--- config.mk ---
export PLATFORM = sky130hd
export DESIGN_NAME = seq_divider
export DESIGN_NICKNAME = d
export VERILOG_FILES = /design/src/rtl/seq_divider.sv
export SDC_FILE = /design/constraint.sdc
export NUM_CORES = 1
export LEC_CHECK = 0
export CAP_MARGIN = 10
export CELL_PAD_IN_SITES_DETAIL_PLACEMENT = 2
export CELL_PAD_IN_SITES_GLOBAL_PLACEMENT = 2
export CORE_MARGIN = 2
export CORE_UTILIZATION = 40
export CTS_BUF_LIST = sky130_fd_sc_hd__clkbuf_16
export DETAILED_ROUTE_END_ITERATION = 6
export GPL_TIMING_DRIVEN = 0
export HOLD_SLACK_MARGIN = 0.06
export PLACE_DENSITY_LB_ADDON = 0.1
export SLEW_MARGIN = 30
export SYNTH_ARGS = -nofsm -noshare
export SYNTH_HDL_FRONTEND = slang
export SYNTH_SLANG_ARGS = --single-unit
--- constraint.sdc ---
create_clock -name clk -period 9.7 [get_ports clk]
set_clock_uncertainty 0.1 [all_clocks]
set_input_delay 2.91 -clock clk [delete_from_list [all_inputs] [get_ports clk]]
set_output_delay 2.91 -clock clk [all_outputs]
set_load 0.01 [all_outputs]
--- src/rtl/seq_divider.sv ---
// seq_divider: sequential signed 16-by-8 restoring divider.
// The 16-bit dividend and 8-bit divisor are captured on start, reduced to
// magnitudes, divided by eight shift-subtract steps, then sign-corrected.
// The quotient truncates toward zero and the remainder takes the sign of
// the dividend. Results that cannot be represented in 8 bits raise ovf;
// a zero divisor raises divzero. Both of these return Q=R=0.
module seq_divider (
    input  logic               clk,
    input  logic               resetN,
    input  logic               start,
    input  logic signed [15:0] IN1,
    input  logic signed [7:0]  IN2,
    output logic               busy,
    output logic               done,
    output logic signed [7:0]  Q,
    output logic signed [7:0]  R,
    output logic               divzero,
    output logic               ovf
);

    typedef enum logic [2:0] {
        S_IDLE = 3'd0,
        S_PREP = 3'd1,
        S_ITER = 3'd2,
        S_FIX  = 3'd3,
        S_DONE = 3'd4
    } state_t;

    state_t state;
    state_t state_next;

    // Captured operands.
    logic signed [15:0] dividend;
    logic signed [7:0]  divisor;

    // Magnitude-domain working registers.
    logic [8:0] dm;
    logic [8:0] rem;
    logic [7:0] quo;
    logic [2:0] cnt;
    logic       sn;
    logic       sd;

    // Combinational helpers.
    logic [8:0]  dm_c;
    logic [15:0] nm_c;
    logic        early_dz;
    logic        early_ovf;
    logic [9:0]  shift_c;
    logic        step_ge;
    logic [8:0]  rem_step;
    logic [7:0]  quo_step;
    logic        qs;
    logic        late_ovf;
    logic [7:0]  q_fix;
    logic [7:0]  r_fix;

    // Magnitude of an 8-bit two's complement value; -128 maps to 128.
    function automatic logic [8:0] mag9(input logic [7:0] v);
        logic [8:0] w;
        w = {v[7], v};
        mag9 = v[7] ? (~w + 9'd1) : w;
    endfunction

    // Magnitude of a 16-bit two's complement value; 0x8000 maps to 32768.
    function automatic logic [15:0] mag16(input logic [15:0] v);
        mag16 = v[15] ? (~v + 16'd1) : v;
    endfunction

    // Two's complement negation of an 8-bit value.
    function automatic logic [7:0] neg8(input logic [7:0] v);
        neg8 = ~v + 8'd1;
    endfunction

    // Operand preparation: magnitudes and early-exit detection.
    always_comb begin
        dm_c      = mag9(divisor);
        nm_c      = mag16(dividend);
        early_dz  = (dm_c == 9'd0);
        early_ovf = ({1'b0, nm_c[15:8]} >= dm_c);
    end

    // One restoring step: shift {rem,quo} left, subtract divisor if it fits.
    always_comb begin
        shift_c  = {rem, quo[7]};
        step_ge  = (shift_c >= {1'b0, dm});
        rem_step = step_ge ? (shift_c[8:0] - dm) : shift_c[8:0];
        quo_step = {quo[6:0], step_ge};
    end

    // Sign correction and final range check on the magnitude quotient.
    always_comb begin
        qs       = sn ^ sd;
        late_ovf = qs ? (quo > 8'd128) : (quo > 8'd127);
        q_fix    = qs ? neg8(quo) : quo;
        r_fix    = sn ? neg8(rem[7:0]) : rem[7:0];
    end

    // State register.
    always_ff @(posedge clk or negedge resetN) begin
        if (!resetN) begin
            state <= S_IDLE;
        end else begin
            state <= state_next;
        end
    end

    // Next-state logic and status outputs.
    always_comb begin
        state_next = state;
        busy       = 1'b0;
        done       = 1'b0;
        case (state)
            S_IDLE: begin
                if (start) begin
                    state_next = S_PREP;
                end
            end
            S_PREP: begin
                busy = 1'b1;
                if (early_dz || early_ovf) begin
                    state_next = S_DONE;
                end else begin
                    state_next = S_ITER;
                end
            end
            S_ITER: begin
                busy = 1'b1;
                if (cnt == 3'd7) begin
                    state_next = S_FIX;
                end
            end
            S_FIX: begin
                busy       = 1'b1;
                state_next = S_DONE;
            end
            S_DONE: begin
                done       = 1'b1;
                state_next = S_IDLE;
            end
            default: begin
                state_next = S_IDLE;
            end
        endcase
    end

    // Operand capture and shift-subtract datapath.
    always_ff @(posedge clk or negedge resetN) begin
        if (!resetN) begin
            dividend <= '0;
            divisor  <= '0;
            dm       <= '0;
            rem      <= '0;
            quo      <= '0;
            cnt      <= '0;
            sn       <= 1'b0;
            sd       <= 1'b0;
        end else begin
            case (state)
                S_IDLE: begin
                    if (start) begin
                        dividend <= IN1;
                        divisor  <= IN2;
                    end
                end
                S_PREP: begin
                    dm  <= dm_c;
                    sn  <= dividend[15];
                    sd  <= divisor[7];
                    rem <= {1'b0, nm_c[15:8]};
                    quo <= nm_c[7:0];
                    cnt <= 3'd0;
                end
                S_ITER: begin
                    rem <= rem_step;
                    quo <= quo_step;
                    cnt <= cnt + 3'd1;
                end
                default: begin
                end
            endcase
        end
    end

    // Result registers: loaded only on the transition into DONE.
    always_ff @(posedge clk or negedge resetN) begin
        if (!resetN) begin
            Q       <= '0;
            R       <= '0;
            divzero <= 1'b0;
            ovf     <= 1'b0;
        end else begin
            if (state == S_PREP && (early_dz || early_ovf)) begin
                Q       <= '0;
                R       <= '0;
                divzero <= early_dz;
                ovf     <= ~early_dz;
            end else if (state == S_FIX) begin
                divzero <= 1'b0;
                ovf     <= late_ovf;
                Q       <= late_ovf ? 8'h00 : q_fix;
                R       <= late_ovf ? 8'h00 : r_fix;
            end
        end
    end

endmodule
==> results of run 1 <==
==> logic make-up after synthesis <==
| kind of cell | share of synthesized area, % |
|---|---|
| compound gates | 18.7 |
| fa+ha+maj | 7.00 |
| simple gates | 12.3 |
| flops | 43.3 |
| xor+xnor | 7.57 |
| buf+inv | 4.01 |
| mux | 7.17 |
==> registers in the layout (all words and copies together) (netlist names) <==
register	cells
dm	9
rem	9
sn	1
ovf	1
divisor	8
cnt	3
Q	8
divzero	1
quo	8
R	8
state	3
sd	1
dividend	16
==> power by group <==
group	total [mW]	internal, mW	switching (mW)
Sequential	0.635	0.461	0.174
Combinational	1.28	0.571	0.708
Clock	0.311	0.172	0.139
Total	2.23	1.20	1.02
==> per-stage QoR <==
stage | std cells | setup slack, ps
after detailed placement | 619 | 4270
after global routing | 635 | 4510
after global placement | 618 | 2880
after floorplan | 432 | 5290
after CTS | 635 | 4640
final | 635 | 4710
==> path summary, 6_finish.rpt <==
check | from | end | slack, ps | depth (start not counted)
max in group asynchronous | resetN | dividend[7] | 6520 | 2
setup / recovery | start | dividend[9] | 4710 | 5
min in group asynchronous | resetN | dm[6] | 2410 | 1
setup reg to reg | dividend[3] | Q[2] | 5560 | 10
hold / removal | dm[6] | dm[6] | 370 | 2
hold reg to reg | dm[6] | dm[6] | 370 | 2
==> area by class of cell <==
cell class / count / area, um^2
sequential: 76 / 1900
clock inverter: 7 / 43.8
multi-input combinational: 317 / 2320
inverter: 20 / 75.1
buffer: 19 / 101
tap: 140 / 175
timing repair buffer: 47 / 485
clock buffer: 9 / 225
fill: 1122 / 5470
==> Yosys cell counts (2+ instances only) <==
library cell / count
o21ai_0: 36
buf_2: 2
a21o_1: 4
o41ai_1: 3
or3_1: 5
mux2_2: 20
nor4b_1: 2
a221oi_1: 3
xor2_1: 16
nand2b_1: 10
inv_1: 20
nor2_1: 24
nor4_1: 2
nand2_1: 38
o2bb2ai_1: 3
clkbuf_1: 13
nand3_1: 8
nor3_1: 7
xnor2_1: 22
o22ai_1: 2
mux2i_1: 9
ha_1: 23
a21boi_0: 2
a211oi_1: 2
a22oi_1: 12
buf_6: 2
nor2b_1: 5
dfrtp_1: 76
o31ai_1: 9
a22o_1: 8
o211ai_1: 2
and2_1: 2
a21oi_1: 8
o21a_1: 5
a22o_2: 7
==> routing by layer <==
| layer | routed length (um) | vias to the layer above |
|---|---|---|
| li1 | - | 1673 |
| met1 | 5590 | 1837 |
| met2 | 6630 | 63 |
| met3 | 363 | 16 |
| met4 | 155 | 0 |
| met5 | 0 | - |
==> tightest hold or removal path, cell delays in order (launching register included) <==
cell and delay (ps):
dfrtp_1 340, nand2_1 40, o21ai_0 60
==> results.md, run 1 <==
- The die width is 109 um.
- The pin slew with the least headroom to its limit is 901 ps.
- The signal on the critical path passes through clkdlybuf4s50_1 -> nor4b_1 -> clkbuf_1 -> clkbuf_1 -> mux2_2.
- The share of the yosys chip area belonging to registers is 43.3%.
- The number of buffer and inverter instances along the worst setup path is 3.
- The sink count of the clock tree is 76.
- Data arrives at the worst endpoint at 5120 ps.
- The cell that appears most often on the critical path is clkbuf_1.
- The flow ran to the end, and the final reports show no timing, DRC or antenna violations.
- The detail route stage leaves a number of antenna-violating nets equal to 0.
- The synthesis warning total is 0.
- Compared with the post-synthesis result, the final layout area differs by 21.1%.
- The dominant register cell in the synthesized netlist is dfrtp_1.
- The congestion estimate from routability-driven global placement came to 0.834.
- Headroom to the max-slew limit came out at 39.5%.
- After detailed routing, the number of vias per cell comes to 5.65.
- The global-route total usage across every layer is 23.2%.
- The maximum operating frequency is 0.200 GHz.
- In this run the deepest clock path goes through 2 buffers.
- The quantity of gates resized following cts is 0.
- Clock-pin slew was measured on the worst setup and hold paths at 60 ps.
- The hold violation count in the final report is 0.
- The met1 capacity usage during global routing is 28.5%.
- The number of clock buffers inserted by TritonCTS is 9.
- The final route contains 3,589 vias.
- The number of antenna violations at the first check in global routing came to 0.
- Setup repair after global routing left no endpoint under its margin.
- The critical path class is in -> reg.
- The final period utilization is 51.5%.
- TritonCTS built the clock tree.
- In the layout the commonest cells are 76 x dfrtp_1, 45 x clkdlybuf4s50_1, 38 x nand2_1, 36 x o21ai_0, 24 x nor2_1.
- The synthesized area divided by synthesized cell count is 10.2 um^2.
- The floorplan die area is 0.0118 mm^2.
- The number of global-route vias before repair was 3,919.
- The tree is rooted in a clkbuf_16.
- Summing internal, switching and leakage power gives 2.23 mW.
- The most congested layer reported by global routing is met2.
- The H-tree level count is 3.
- Once the floorplan was initialized, standard cells occupied 40.7% of the core.
- The family with the most delay on the worst path is buffers and inverters.
- The clock latency on the worst-skew pair is 340 ps.
- The antenna diode count is 0.
- The critical-path cell with the highest stage delay is clkbuf_1.
- For this run, global-route usage on met2 was measured as 41.9%.
- The max-slew violation total from the final report is 0.
- The detailed router's first-iteration violation count is 98.
- The fraction of layout cells with a size suffix above 1 is 10.9%.
- At the worst endpoint, the required time is 9820 ps.
- In the routed design, unresolved DRC markers number 0.
- Counting flops with a built-in enable in the synthesized netlist gives 0.
- The static leakage is 2.31 nW.
- The synthesized flop and latch total is 76.
- Row generation in the floorplan step produced 38 rows.
- The first global-routing pass estimated 20,800 um of wire.
- The sum of routed wire length over all layers is 12,700 um.
- The end-of-flow core utilization is 49.4%.
- Setup violations remaining at the end of the flow were counted as 0.
- The die extent in y is 109 um.
- The number of different library cells used by synthesis comes to 55.
- The startpoint type of the worst setup path is an input port.
- The number of hold buffers added after cts is 0.
- The number of nets in the final layout is 541.
- The count of pins on the block boundary is 47.
- The detail-routed net length per standard cell is 20.1 um.
- The tightest hold path in the finished design has a slack of 374 ps.
- The core area is 0.0108 mm^2.
- Post-CTS timing repair inserted 0 buffers for setup.
- The post-route setup TNS is 0 ps.
- The peak ir drop on the vdd network is 0.142 mV.
- The combined area of all synthesized cells is 0.00440 mm^2.
- The commonest non-fill, non-tap cell in the layout is dfrtp_1.
- The post-place instance area is 0.00506 mm^2.
- The cell type contributing the most total cell area after synthesis is dfrtp_1.
- The HPWL after detailed placement is 9710 um.
- The count of buffers added on input and output ports is 46.
- The iteration count of the initial detailed-routing pass is 4.
- The met3 global-route usage is 3.77%.
- In the post-synthesis netlist, the biggest area contributors are dfrtp_1 43%, ha_1 6.5%, mux2_2 5.1%.
- When the netlist entered floorplanning its net count stood at 483.
- The class of the tightest hold or removal check is reg -> reg.
- For this run the aggregate overflow at the end of global routing stands at 0.
- The critical path endpoint category is a flop.
- The power per unit of standard cell area is 418 mW/mm^2.
- Summing all non-filler instances in the final layout gives an area of 0.00533 mm^2.
- The worst-path maximum fanout is 10.
- The share of flip-flops with an asynchronous set or reset after synthesis is 100%.
- The maximum single-stage delay on the critical path is 520 ps.
- The post-synthesis instance total is 432.
- After synthesis, the largest area contributor takes up 43.3% of total cell area.
- The maximum number of pins on one net before global-route repair is 48.
- The number of maximum-capacitance constraint violations is 0.
- The worst path needs 4990 ps of the cycle, external delays included.
(Power assumes the default switching activity.)
==> run 2, diff against run 1 <==
CORE_UTILIZATION = 37   (was 40)
clock period = 4.65 ns   (was 9.7 ns; I/O delays follow)
==> run 2 against run 1 <==
- the run now ends with DRC left
- routed wire length decreased by 1.1%
- critical path depth is 5 higher
- sequential power increased by 110%
- sequential cell count unchanged
- hold slack improved by 14 ps
- count of clock-buffer cells in the layout is the same
- sequential share of layout area shrank 0.13 points
- critical path type is now reg -> reg
- utilization is 2.9 points lower
==> results.md, run 2 (synthesis gave the netlist of run 1 again) <==
- The pin slew with the least headroom to its limit was 800 ps (was 901 ps).
- The sum of internal, switching and leakage power is 4.64 mW (was 2.23 mW).
- The number of rows created at floorplan is 39 (was 38).
- The master cell of the clock root buffer is clkbuf_16 (unchanged).
- After layout, the worst path uses 84.9% of the clock period.
- The critical path class is reg -> reg (was in -> reg).
- The number of standard cells in the layout, taps in and fillers out is 637 (was 635).
- The fill cell instance count of the final layout is 1,228 (was 1,122).
- The remaining global-route overflow was 0 (unchanged).
- The total instance count after detailed placement was 622 (was 619).
- The clock tree from TritonCTS is yes (unchanged).
- The sum of routed wire length over all layers came to 12,600 um (was 12,700 um).
- The remaining number of nets flagged by the antenna check after routing is 0 (unchanged).
- The most flop-heavy register was dividend (unchanged).
- The die width was 113 um (was 109 um).
- The area growth from synthesis to final layout was 21.6% (was 21.1%).
- The fraction of layout cells with a size suffix above 1 is 10.7% (was 10.9%).
- The number of buffers on the longest clock path is 2 (unchanged).
- The number of clock buffers inserted by TritonCTS is 9 (unchanged).
- The number of maximum-capacitance constraint violations is 0 (unchanged).
- The average via count per standard cell is 5.61 (was 5.65).
- The number of flip-flops in the largest register is 16 (unchanged).
- The vias after detailed routing is 3,575 (was 3,589).
- The post-place setup slack is 698 ps (was 4270 ps).
- Leading cell types in the layout, fill and taps excluded: 76 x dfrtp_1, 45 x clkdlybuf4s50_1, 38 x nand2_1, 36 x o21ai_0, 24 x nor2_1 (unchanged).
- The startpoint type of the worst setup path is a flop (was input port).
- The quantity of gates resized following cts is 0 (unchanged).
- Result of the run: complete, but fails checks (was complete, no violations).
- The global-route total usage across every layer came to 21.4% (was 23.2%).
- The wire length of the first global-routing pass is 21,400 um (was 20,800 um).
- The clock latency on the worst-skew pair is 350 ps (was 340 ps).
- The final setup violation count is 0 (unchanged).
- The die extent in y is 113 um (was 109 um).
- The maximum single-stage delay on the critical path is 610 ps (was 520 ps).
- The number of antenna violations at the first check in global routing is 0 (unchanged).
- The sink count of the clock tree is 76 (unchanged).
- The HPWL after detailed placement is 9700 um (was 9710 um).
- The class of the tightest hold or removal check is reg -> reg (unchanged).
- The floorplan die area came to 0.0128 mm^2 (was 0.0118 mm^2).
- The clock period could shrink to 3950 ps.
- The final reports fail on DRC.
- The critical-path cell with the highest stage delay is nor4b_1 (was clkbuf_1).
- The H-tree level count was 3 (unchanged).
- The number of remaining DRC errors is 3 (was 0).
- The iteration count of the initial detailed-routing pass is 7 (was 4).
- The worst-path maximum fanout is 10 (unchanged).
- The number of buffer and inverter instances along the worst setup path is 1 (was 3).
- The worst-case setup margin in the final layout is 702 ps (was 4710 ps).
- The number of global-route vias before repair is 4,094 (was 3,919).
- For this run, the top clock speed supported by timing is 0.253 GHz.
- The required time of the critical path is 4830 ps (was 9820 ps).
- The commonest non-fill, non-tap cell in the layout was dfrtp_1 (unchanged).
- The number of nets in the final layout came to 541 (unchanged).
- RSZ-0062 raised after global routing: no (unchanged).
- The routability-driven placement congestion ratio is 0.809 (was 0.834).
- The static leakage is 2.32 nW (was 2.31 nW).
- Registers with the most flip-flops: dividend x16, dm x9, rem x9 (unchanged).
- The count of pins on the block boundary is 47 (unchanged).
- The tightest slew margin relative to the limit is 46.3% (was 39.5%).
- The detail-routed net length per standard cell came to 19.8 um (was 20.1 um).
- The worst endpoint data arrival time was 4130 ps (was 5120 ps).
- The maximum number of pins on one net before global-route repair is 47 (was 48).
- The count of port buffers added during placement is 46 (unchanged).
- The detailed router's first-iteration violation count came to 88 (was 98).
- The initial core utilization is 38.2% (was 40.7%).
- The power per unit of standard cell area came to 867 mW/mm^2 (was 418 mW/mm^2).
- The antenna diode count is 0 (unchanged).
- The post-CTS repair timing setup buffer count came to 0 (unchanged).
- The max-slew violation total from the final report was 0 (unchanged).
- The critical path endpoint category is a flop (unchanged).
- Critical path, cell by cell: nor4_1 -> nand4_1 -> nor4b_1 -> ha_1 -> and3_1 -> a221oi_1 -> o21ai_0 -> o31ai_4 -> buf_6 -> a22o_1 (was clkdlybuf4s50_1 -> nor4b_1 -> clkbuf_1 -> clkbuf_1 -> mux2_2).
- The hold violation count in the final report is 0 (unchanged).
- The clock edge transition at the registers on the reported setup and hold paths is 60 ps (about the same).
- The family with the most delay on the worst path is simple AND/OR/NAND/NOR gates (was buffers and inverters).
- The number of hold buffers added after cts is 0 (unchanged).
- The core area is 0.0115 mm^2 (was 0.0108 mm^2).
- The peak ir drop on the vdd network was 0.308 mV (was 0.142 mV).
==> run 2: where the power goes <==
group	internal [mW]	switching (mW)
Sequential	0.962	0.359
Combinational	1.19	1.43
Clock	0.408	0.284
==> run 2: per-stage QoR <==
step           setup TNS, ps  area (um^2)  util [%]  hold slack (ps)
3_5_place_dp               0         5060      44.0              378
5_1_grt                    0         5350      46.4              414
6_report                   0         5350      46.4              388
4_1_cts                    0         5350      46.4              392
2_1_floorplan              0         4400         -              350
3_3_place_gp          -53110         5040      43.7              363
==> run 2: layout make-up <==
cell class              instances  area [um^2]  area share (%)
clock inverters                 6         56.3            1.05
multi-input cells             317         2320            43.4
well taps                     143          179            3.35
plain buffers                  19          101            1.90
inverters                      20         75.1            1.40
flip-flops and latches         76         1900            35.6
clock buffers                   9          225            4.21
repair buffers                 47          489            9.15
==> run 2: final timing paths <==
path / depth (start not counted) / startpoint / slack, ps / endpoint
worst max register to register: 10 / dividend[7] / 700 / R[6]
worst max-delay path: 10 / dividend[7] / 700 / R[6]
worst min register to register: 1 / Q[6] / 390 / Q[6]
min in group asynchronous: 1 / resetN / 830 / ovf
max in group asynchronous: 2 / resetN / 3080 / dividend[9]
worst min-delay path: 1 / Q[6] / 390 / Q[6]
==> run 2: metal layers <==
metal | part of all wire, % | routed length (um) | global-route usage (%)
met1 | 45 | 5620 | 27.1
met4 | 1.9 | 238 | 7.89
met5 | 0 | 0 | 0
met2 | 51 | 6380 | 37.4
met3 | 2.9 | 366 | 3.00
